## src/rtl/osd_wr_arbiter.sv

```systemverilog
// osd_wr_arbiter: merges SPI, clear-screen and core character writes onto one
// registered tile-map write port. Fixed priority: SPI > clear sequencer > core.
// Build option: define OSD_ARB_CLEAR_EN to include the clear-screen sequencer.
// Without it, clr_req is ignored and clr_busy is tied low.
module osd_wr_arbiter #(
  parameter int          c_chars_x      = 64,
  parameter int          c_chars_y      = 24,
  parameter logic [7:0]  c_addr_display = 8'hFD,
  parameter logic [7:0]  c_clear_char   = 8'h20
) (
  input  logic        clk_pixel,
  input  logic        reset,
  input  logic        spi_wr,
  input  logic [31:0] spi_addr,
  input  logic [7:0]  spi_data,
  input  logic        core_req,
  input  logic [11:0] core_addr,
  input  logic [7:0]  core_data,
  input  logic        core_inv,
  output logic        core_ack,
  input  logic        clr_req,
  output logic        clr_busy,
  output logic        o_wr,
  output logic [31:0] o_addr,
  output logic [7:0]  o_data
);

  localparam int          c_num_chars = c_chars_x * c_chars_y;
  localparam logic [11:0] c_last_idx  = 12'(c_num_chars - 1);

  logic        o_wr_d, o_wr_q;
  logic [31:0] o_addr_d, o_addr_q;
  logic [7:0]  o_data_d, o_data_q;
  logic        clr_grant;
  logic [11:0] clr_idx;
  logic        core_grant;

`ifdef OSD_ARB_CLEAR_EN
  typedef enum logic {
    ST_IDLE  = 1'b0,
    ST_CLEAR = 1'b1
  } state_t;

  state_t      state_d, state_q;
  logic [11:0] idx_d, idx_q;

  // Clear sequencer: walks the tile index, yielding every cycle SPI writes.
  always_comb begin
    state_d   = state_q;
    idx_d     = idx_q;
    clr_grant = 1'b0;
    case (state_q)
      ST_IDLE: begin
        if (clr_req) begin
          state_d = ST_CLEAR;
          idx_d   = '0;
        end
      end
      ST_CLEAR: begin
        if (clr_req) begin
          // Restart from the top; the current index is rewritten anyway.
          idx_d = '0;
        end else if (!spi_wr) begin
          clr_grant = 1'b1;
          if (idx_q == c_last_idx) begin
            state_d = ST_IDLE;
            idx_d   = '0;
          end else begin
            idx_d = idx_q + 12'd1;
          end
        end
      end
      default: begin
        state_d = ST_IDLE;
        idx_d   = '0;
      end
    endcase
  end

  // Sequencer state registers.
  always_ff @(posedge clk_pixel) begin
    if (reset) begin
      state_q <= ST_IDLE;
      idx_q   <= '0;
    end else begin
      state_q <= state_d;
      idx_q   <= idx_d;
    end
  end

  assign clr_idx    = idx_q;
  assign clr_busy   = (state_q == ST_CLEAR);
  assign core_grant = core_req & ~spi_wr & ~clr_busy & ~reset;
`else
  logic unused_clr_req;
  assign unused_clr_req = clr_req;
  assign clr_grant      = 1'b0;
  assign clr_idx        = '0;
  assign clr_busy       = 1'b0;
  assign core_grant     = core_req & ~spi_wr & ~reset;
`endif

  // The core is acknowledged in the same cycle it wins arbitration.
  assign core_ack = core_grant;

  // Priority mux feeding the output register; address/data hold when idle.
  always_comb begin
    o_wr_d   = 1'b0;
    o_addr_d = o_addr_q;
    o_data_d = o_data_q;
    if (spi_wr) begin
      o_wr_d   = 1'b1;
      o_addr_d = spi_addr;
      o_data_d = spi_data;
    end else if (clr_grant) begin
      o_wr_d   = 1'b1;
      o_addr_d = {c_addr_display, 7'b0, 1'b0, 4'b0, clr_idx};
      o_data_d = c_clear_char;
    end else if (core_grant) begin
      o_wr_d   = 1'b1;
      o_addr_d = {c_addr_display, 7'b0, core_inv, 4'b0, core_addr};
      o_data_d = core_data;
    end
  end

  // Output register: one-cycle latency from grant to write strobe.
  always_ff @(posedge clk_pixel) begin
    if (reset) begin
      o_wr_q   <= 1'b0;
      o_addr_q <= '0;
      o_data_q <= '0;
    end else begin
      o_wr_q   <= o_wr_d;
      o_addr_q <= o_addr_d;
      o_data_q <= o_data_d;
    end
  end

  assign o_wr   = o_wr_q;
  assign o_addr = o_addr_q;
  assign o_data = o_data_q;

endmodule

```

## config.mk

```make
export PLATFORM = sky130hd
export DESIGN_NAME = osd_wr_arbiter
export DESIGN_NICKNAME = d
export VERILOG_FILES = /design/src/rtl/osd_wr_arbiter.sv
export SDC_FILE = /design/constraint.sdc
export NUM_CORES = 1
export LEC_CHECK = 0
export ABC_CLOCK_PERIOD_IN_PS = 1000
export BUFFER_PORTS_ARGS = -buffer_cell sky130_fd_sc_hd__buf_4
export CORE_AREA = 3 3 70 72
export CTS_CLUSTER_DIAMETER = 40
export DETAILED_ROUTE_END_ITERATION = 7
export DIE_AREA = 0 0 73 75
export PLACE_DENSITY = 0.82
export SETUP_SLACK_MARGIN = 0.15
export SLEW_MARGIN = 20
export SYNTH_ARGS = -nofsm -noshare
export SYNTH_HDL_FRONTEND = slang
export SYNTH_SLANG_ARGS = --single-unit
```

## constraint.sdc

```tcl
create_clock -name clk_pixel -period 1 [get_ports clk_pixel]
set_input_delay 0.1 -clock clk_pixel [delete_from_list [all_inputs] [get_ports clk_pixel]]
set_output_delay 0.1 -clock clk_pixel [all_outputs]
set_load 0.005 [all_outputs]
```

==> out/results.txt, run 1 <==
Outcome - finished clean
# port buffers - 106
Most frequent cells in the layout - buf_4 (74), dfxtp_2 (38), buf_6 (36), nor2b_1 (28)
Final HPWL DP - 3420 microns
Worst Hold Path Cells - 3
Worst vdd ir - 0.653 mV
Crit. Startpoint - o_addr[17]$_SDFFE_PP0P_
Crit path DAT - 1110 ps
Post-Syn Area - 1780 sq um
Startpoint types - flip-flop
PwrDens - 1280 nW/um^2
Worst hold path class - in -> reg
Post-route setup slack - 106 ps
Final Cycle Share - 89.4%
Post-route cell area - 2870 sq um
CTS tree - yes
# diodes - 0
Clock slew at reported path FFs - 70 ps
GR Overflow Total - 0
Mapped Avg Cell Area - 9.63 sq um
Die ar. - 5480 sq um
Critical path data required time - 1220 ps
Adder-Cell Fraction of Synth Area - 0%
Num Clock Sinks - 41
Worst R2R Path Depth - 2
Routability-driven placement congestion ratio - 0.724
RSZ-0062 raised after global routing - yes
CP max FO - 2
Hold slack - 60.2 ps
First-pass GRT wire length - 7310 microns
DR iter-0 viols - 64
Xor-xnor portion of the synthesized cell area - 0%
Post-route DRC - 0
Min-Delay Startpoint - spi_addr[12]
Initial Util - 40.9%
GRT Total Usage - 17.3%
Clk_skew - 0 ps
Worst Setup Path Type - reg -> reg
Final net count - 351
Post-Route WL - 5050 microns
First-pass DRT Iterations - 4
Core Box Area - 4350 sq um
CTS Hold Bufs - 0
Layout area overhead - 61.1%
Largest family of logic cells by synthesized area - simple AND/OR/NAND/NOR gates
Compound-Gate Fraction of Synth Area - 12.2%
Number of I/O pins - 109
Hold Crit Endpoint - o_addr[12]$_SDFFE_PP0P_
Initial antenna violation count - 0
Post-synthesis cell count - 185
Area after DPL - 2580 sq um
Worst skew pair latency - 280 ps
Yosys synthesis warning count - 0
Fin crit period - 894 ps
CTS root buf - clkbuf_8
Die height - 75 microns
Pre-CTS setup slack - -101 ps
Seq cells post-synth - 41
Leak - 1.29 nW
Crit path capture type - flip-flop
Final core utilization - 65.9%
Worst R2R End - o_addr[17]$_SDFFE_PP0P_
Die W - 73 microns
Max Slew Vio Count - 0
Layout cells sized above 1 - 55.4%
Post-synthesis sequential area ratio - 46.1%
Most common cell after layout, fill and taps aside - buf_4
Post-synthesis mux area share - 11.8%
F_max - 1120 MHz
Max Cap Viol - 0
Synth Area in Simple Gates - 23.0%
Vias in the first global route - 1591
Max clock buf depth - 2
Final Hold Fails - 0
Fill cell count - 382
R2r setup slk - 110 ps
Final ANT Viol Nets - 0
Final setup fails - 0
Htree depth - 2
RR Startpoint - o_addr[17]$_SDFFE_PP0P_
CTS buffer count - 5
Vias - 1686
Synth Net Count - 251
Routed vias/inst - 5.00
DR WL/cell - 15.0 microns
Largest net degree at the start of global routing - 39
Synth cell types - 16
Row Count - 24
[worst max-delay path, cell delays in order, from the launching register on]
cell	delay, ps
dfxtp_2	320
or3b_1	370
a21oi_2	140
[what timing repair did]
item | in CTS | in global routing
resized for setup | 27 | 51
pin swaps | 12 | 0
gates cloned | 0 | 0
endpoints found under the setup margin | 23 | 47
buffers inserted | 0 | 0
[logic make-up after synthesis]
family | Yosys count
and+or+nand+nor | 69
other | 1
DFF | 41
AOI/OAI and AO/OA | 33
buffers and inverters | 20
muxes | 21
[cells in the mapped netlist, drive strengths merged]
cell     n  area [sq um]
nor2b   28           175
a21oi   12          60.1
nor3    14          70.1
nor2     2          7.51
or3b    12           105
clkbuf   7          26.3
buf     12          88.8
nor3b    1          7.51
nand2   12          45.0
mux2i   21           210
inv      1          3.75
a211oi  21           158
conb     1          3.75
dfxtp   41           821
[registers in the layout (all words and copies together) (netlist names)]
signal,count
o_addr,32
o_wr,1
o_data,8
[where the power goes]
part | leakage (nW) | switching [mW] | internal (mW)
Clock | 0.0443 | 0.521 | 0.547
Combinational | 0.893 | 0.276 | 0.494
Sequential | 0.352 | 0.0723 | 1.77
[metal layers]
| metal | vias up | wire, microns | global-route usage (%) |
|---|---|---|---|
| met5 | - | 0 | 0 |
| met4 | 0 | 134 | 10.0 |
| met3 | 12 | 331 | 3.20 |
| met2 | 61 | 2620 | 29.9 |
| met1 | 773 | 1970 | 20.0 |
| li1 | 840 | - | - |
[per-stage QoR]
stage               setup TNS [ps]  std cells  power (mW)
floorplan                        0        185        2.13
global placement              -388        330        2.52
detailed placement           -1210        330        2.54
CTS                              0        337        3.65
global route                     0        337        3.85
finish                           0        337        3.68
[layout make-up]
type	count	area, sq um	area share, %
Clock buffer	7	86.3	3.01
Timing Repair Buffer	112	1000	34.9
Multi-Input combinational cell	124	846	29.5
Tap cell	52	65.1	2.27
Inverter	1	3.75	0.131
Sequential cell	41	868	30.3
[worst max path at each step]
stage	depth (start not counted)	to
after global placement	4	o_addr[29]$_SDFFE_PP0P_
after CTS	2	o_addr[20]$_SDFFE_PP0P_
after detailed placement	3	o_data[5]$_SDFFE_PP0P_
final	2	o_addr[17]$_SDFFE_PP0P_
after global routing	2	o_addr[17]$_SDFFE_PP0P_
after floorplan	4	o_addr[13]$_SDFFE_PP0P_
Note: power is estimated with default switching activity, not from simulation.
==> inputs of run 2 (changes only) <==
Settings changed: SETUP_SLACK_MARGIN 0.15 to unset.
==> run 2 against run 1 <==
Setup slack got worse by 16 ps. Non-clock buffer count stayed put. Largest cell class unchanged. Via count is 1.6% lower. Critical endpoint unchanged.
==> out/results.txt, run 2 (synthesized netlist as in run 1, its figures left out) <==
Number of I/O pins - 109
Fin crit period - 910 ps
Post-Route WL - 4740 microns
Clock slew at reported path FFs - 80 ps
Die W - 73 microns
Clk_skew - 0 ps
Final Hold Fails - 0
Die height - 75 microns
DR iter-0 viols - 73
Initial antenna violation count - 0
DR WL/cell - 14.1 microns
Total power - 3.57 mW
Final Cycle Share - 91.0%
Routed vias/inst - 4.92
Post-CTS sizing - 1
Worst skew pair latency - 280 ps
Area after DPL - 2580 sq um
Crit path capture type - flip-flop
Final HPWL DP - 3420 microns
CP max FO - 2
First-pass GRT wire length - 7210 microns
Final ANT Viol Nets - 0
First-pass DRT Iterations - 4
CTS buffer count - 5
Final net count - 351
Layout cells sized above 1 - 41.8%
Num Clock Sinks - 41
F_max - 1100 MHz
PwrDens - 1330 nW/um^2
Crit-path cells - or3b_1, a21oi_1
Final setup fails - 0
Startpoint types - flip-flop
Most common cell after layout, fill and taps aside - buf_4
Layout area overhead - 50.1%
# diodes - 0
CTS tree - yes
CTS root buf - clkbuf_8
RSZ-0062 raised after global routing - no
Crit path DAT - 1130 ps
Worst Setup Path Type - reg -> reg
CP delay by family, top - simple AND/OR/NAND/NOR gates
Outcome - finished clean
Row Count - 24
Max clock buf depth - 2
Max incr delay on CP - 350 ps
CP max-delay cell - or3b_1
CTS Hold Bufs - 0
Max reg flops - 32
Largest net degree at the start of global routing - 39
CP bufs+invs - 0
Register area - 821 sq um
GR Overflow Total - 0
Max Cap Viol - 0
Multi-input logic area - 842 sq um
Die ar. - 5480 sq um
Pre-CTS setup slack - -101 ps
Core Box Area - 4350 sq um
Fill cell count - 398
Post-CTS Setup Inserts - 0
Worst hold path class - in -> reg
Worst vdd ir - 0.688 mV
Initial Util - 40.9%
Htree depth - 2
GRT Total Usage - 17.0%
Routability-driven placement congestion ratio - 0.724
Critical path data required time - 1220 ps
Post-route setup slack - 89.8 ps
Vias in the first global route - 1592
Most frequent cells in the layout - buf_4 (110), dfxtp_1 (41), nor2b_1 (28), mux2i_1 (21), a211oi_1 (21)
Post-route DRC - 0
Vias - 1659
Post-route cell area - 2680 sq um
Leak - 1.24 nW
# port buffers - 106
Max Slew Vio Count - 0
## run 2: cell counts in the layout (fill, tap and decap cells not counted)
Identical to the previous run, type by type.
## run 2: worst paths after layout
path              slack, ps               startpoint  cells past startpoint                 endpoint
setup reg to reg         90  o_addr[17]$_SDFFE_PP0P_                      2  o_addr[17]$_SDFFE_PP0P_
hold reg to reg         560   o_addr[5]$_SDFFE_PP0P_                      2   o_addr[5]$_SDFFE_PP0P_
hold / removal           60             spi_addr[12]                      3  o_addr[12]$_SDFFE_PP0P_
setup / recovery         90  o_addr[17]$_SDFFE_PP0P_                      2  o_addr[17]$_SDFFE_PP0P_
## run 2: area by class of cell
class	instances	share of cell area (%)
Inverter	1	0.140
Multi-Input combinational cell	124	31.5
Clock buffer	7	3.23
Timing Repair Buffer	112	32.0
Sequential cell	41	30.7
Tap cell	52	2.43
## run 2: stage by stage
| stage | instances | util, % | hold WS, ps | TNS (ps) |
|---|---|---|---|---|
| after CTS | 337 | 61.4 | 49.3 | 0 |
| after floorplan | 185 | - | 243 | 0 |
| after global routing | 337 | 61.4 | 59.5 | 0 |
| final | 337 | 61.4 | 60.1 | 0 |
| after detailed placement | 330 | 59.4 | 363 | -1210 |
| after global placement | 330 | 59.4 | 355 | -388 |
## run 2: tightest hold or removal path, stage by stage
cell	delay, ps
buf_4	100
nand2_1	50
a21oi_1	50
## run 2: routing by layer
metal	track usage [%]	share of wire [%]	vias up	wire length, microns
met3	3.20	6.5	9	306
li1	-	-	839	-
met4	10.0	2.4	0	112
met5	0	0	-	0
met2	29.2	50	61	2380
met1	19.6	41	750	1940
## run 2: power breakdown
group / total (mW) / switching [mW] / internal, mW
combinational: 0.701 / 0.269 / 0.432
sequential: 1.80 / 0.0537 / 1.74
clock: 1.07 / 0.520 / 0.547
total: 3.57 / 0.842 / 2.72
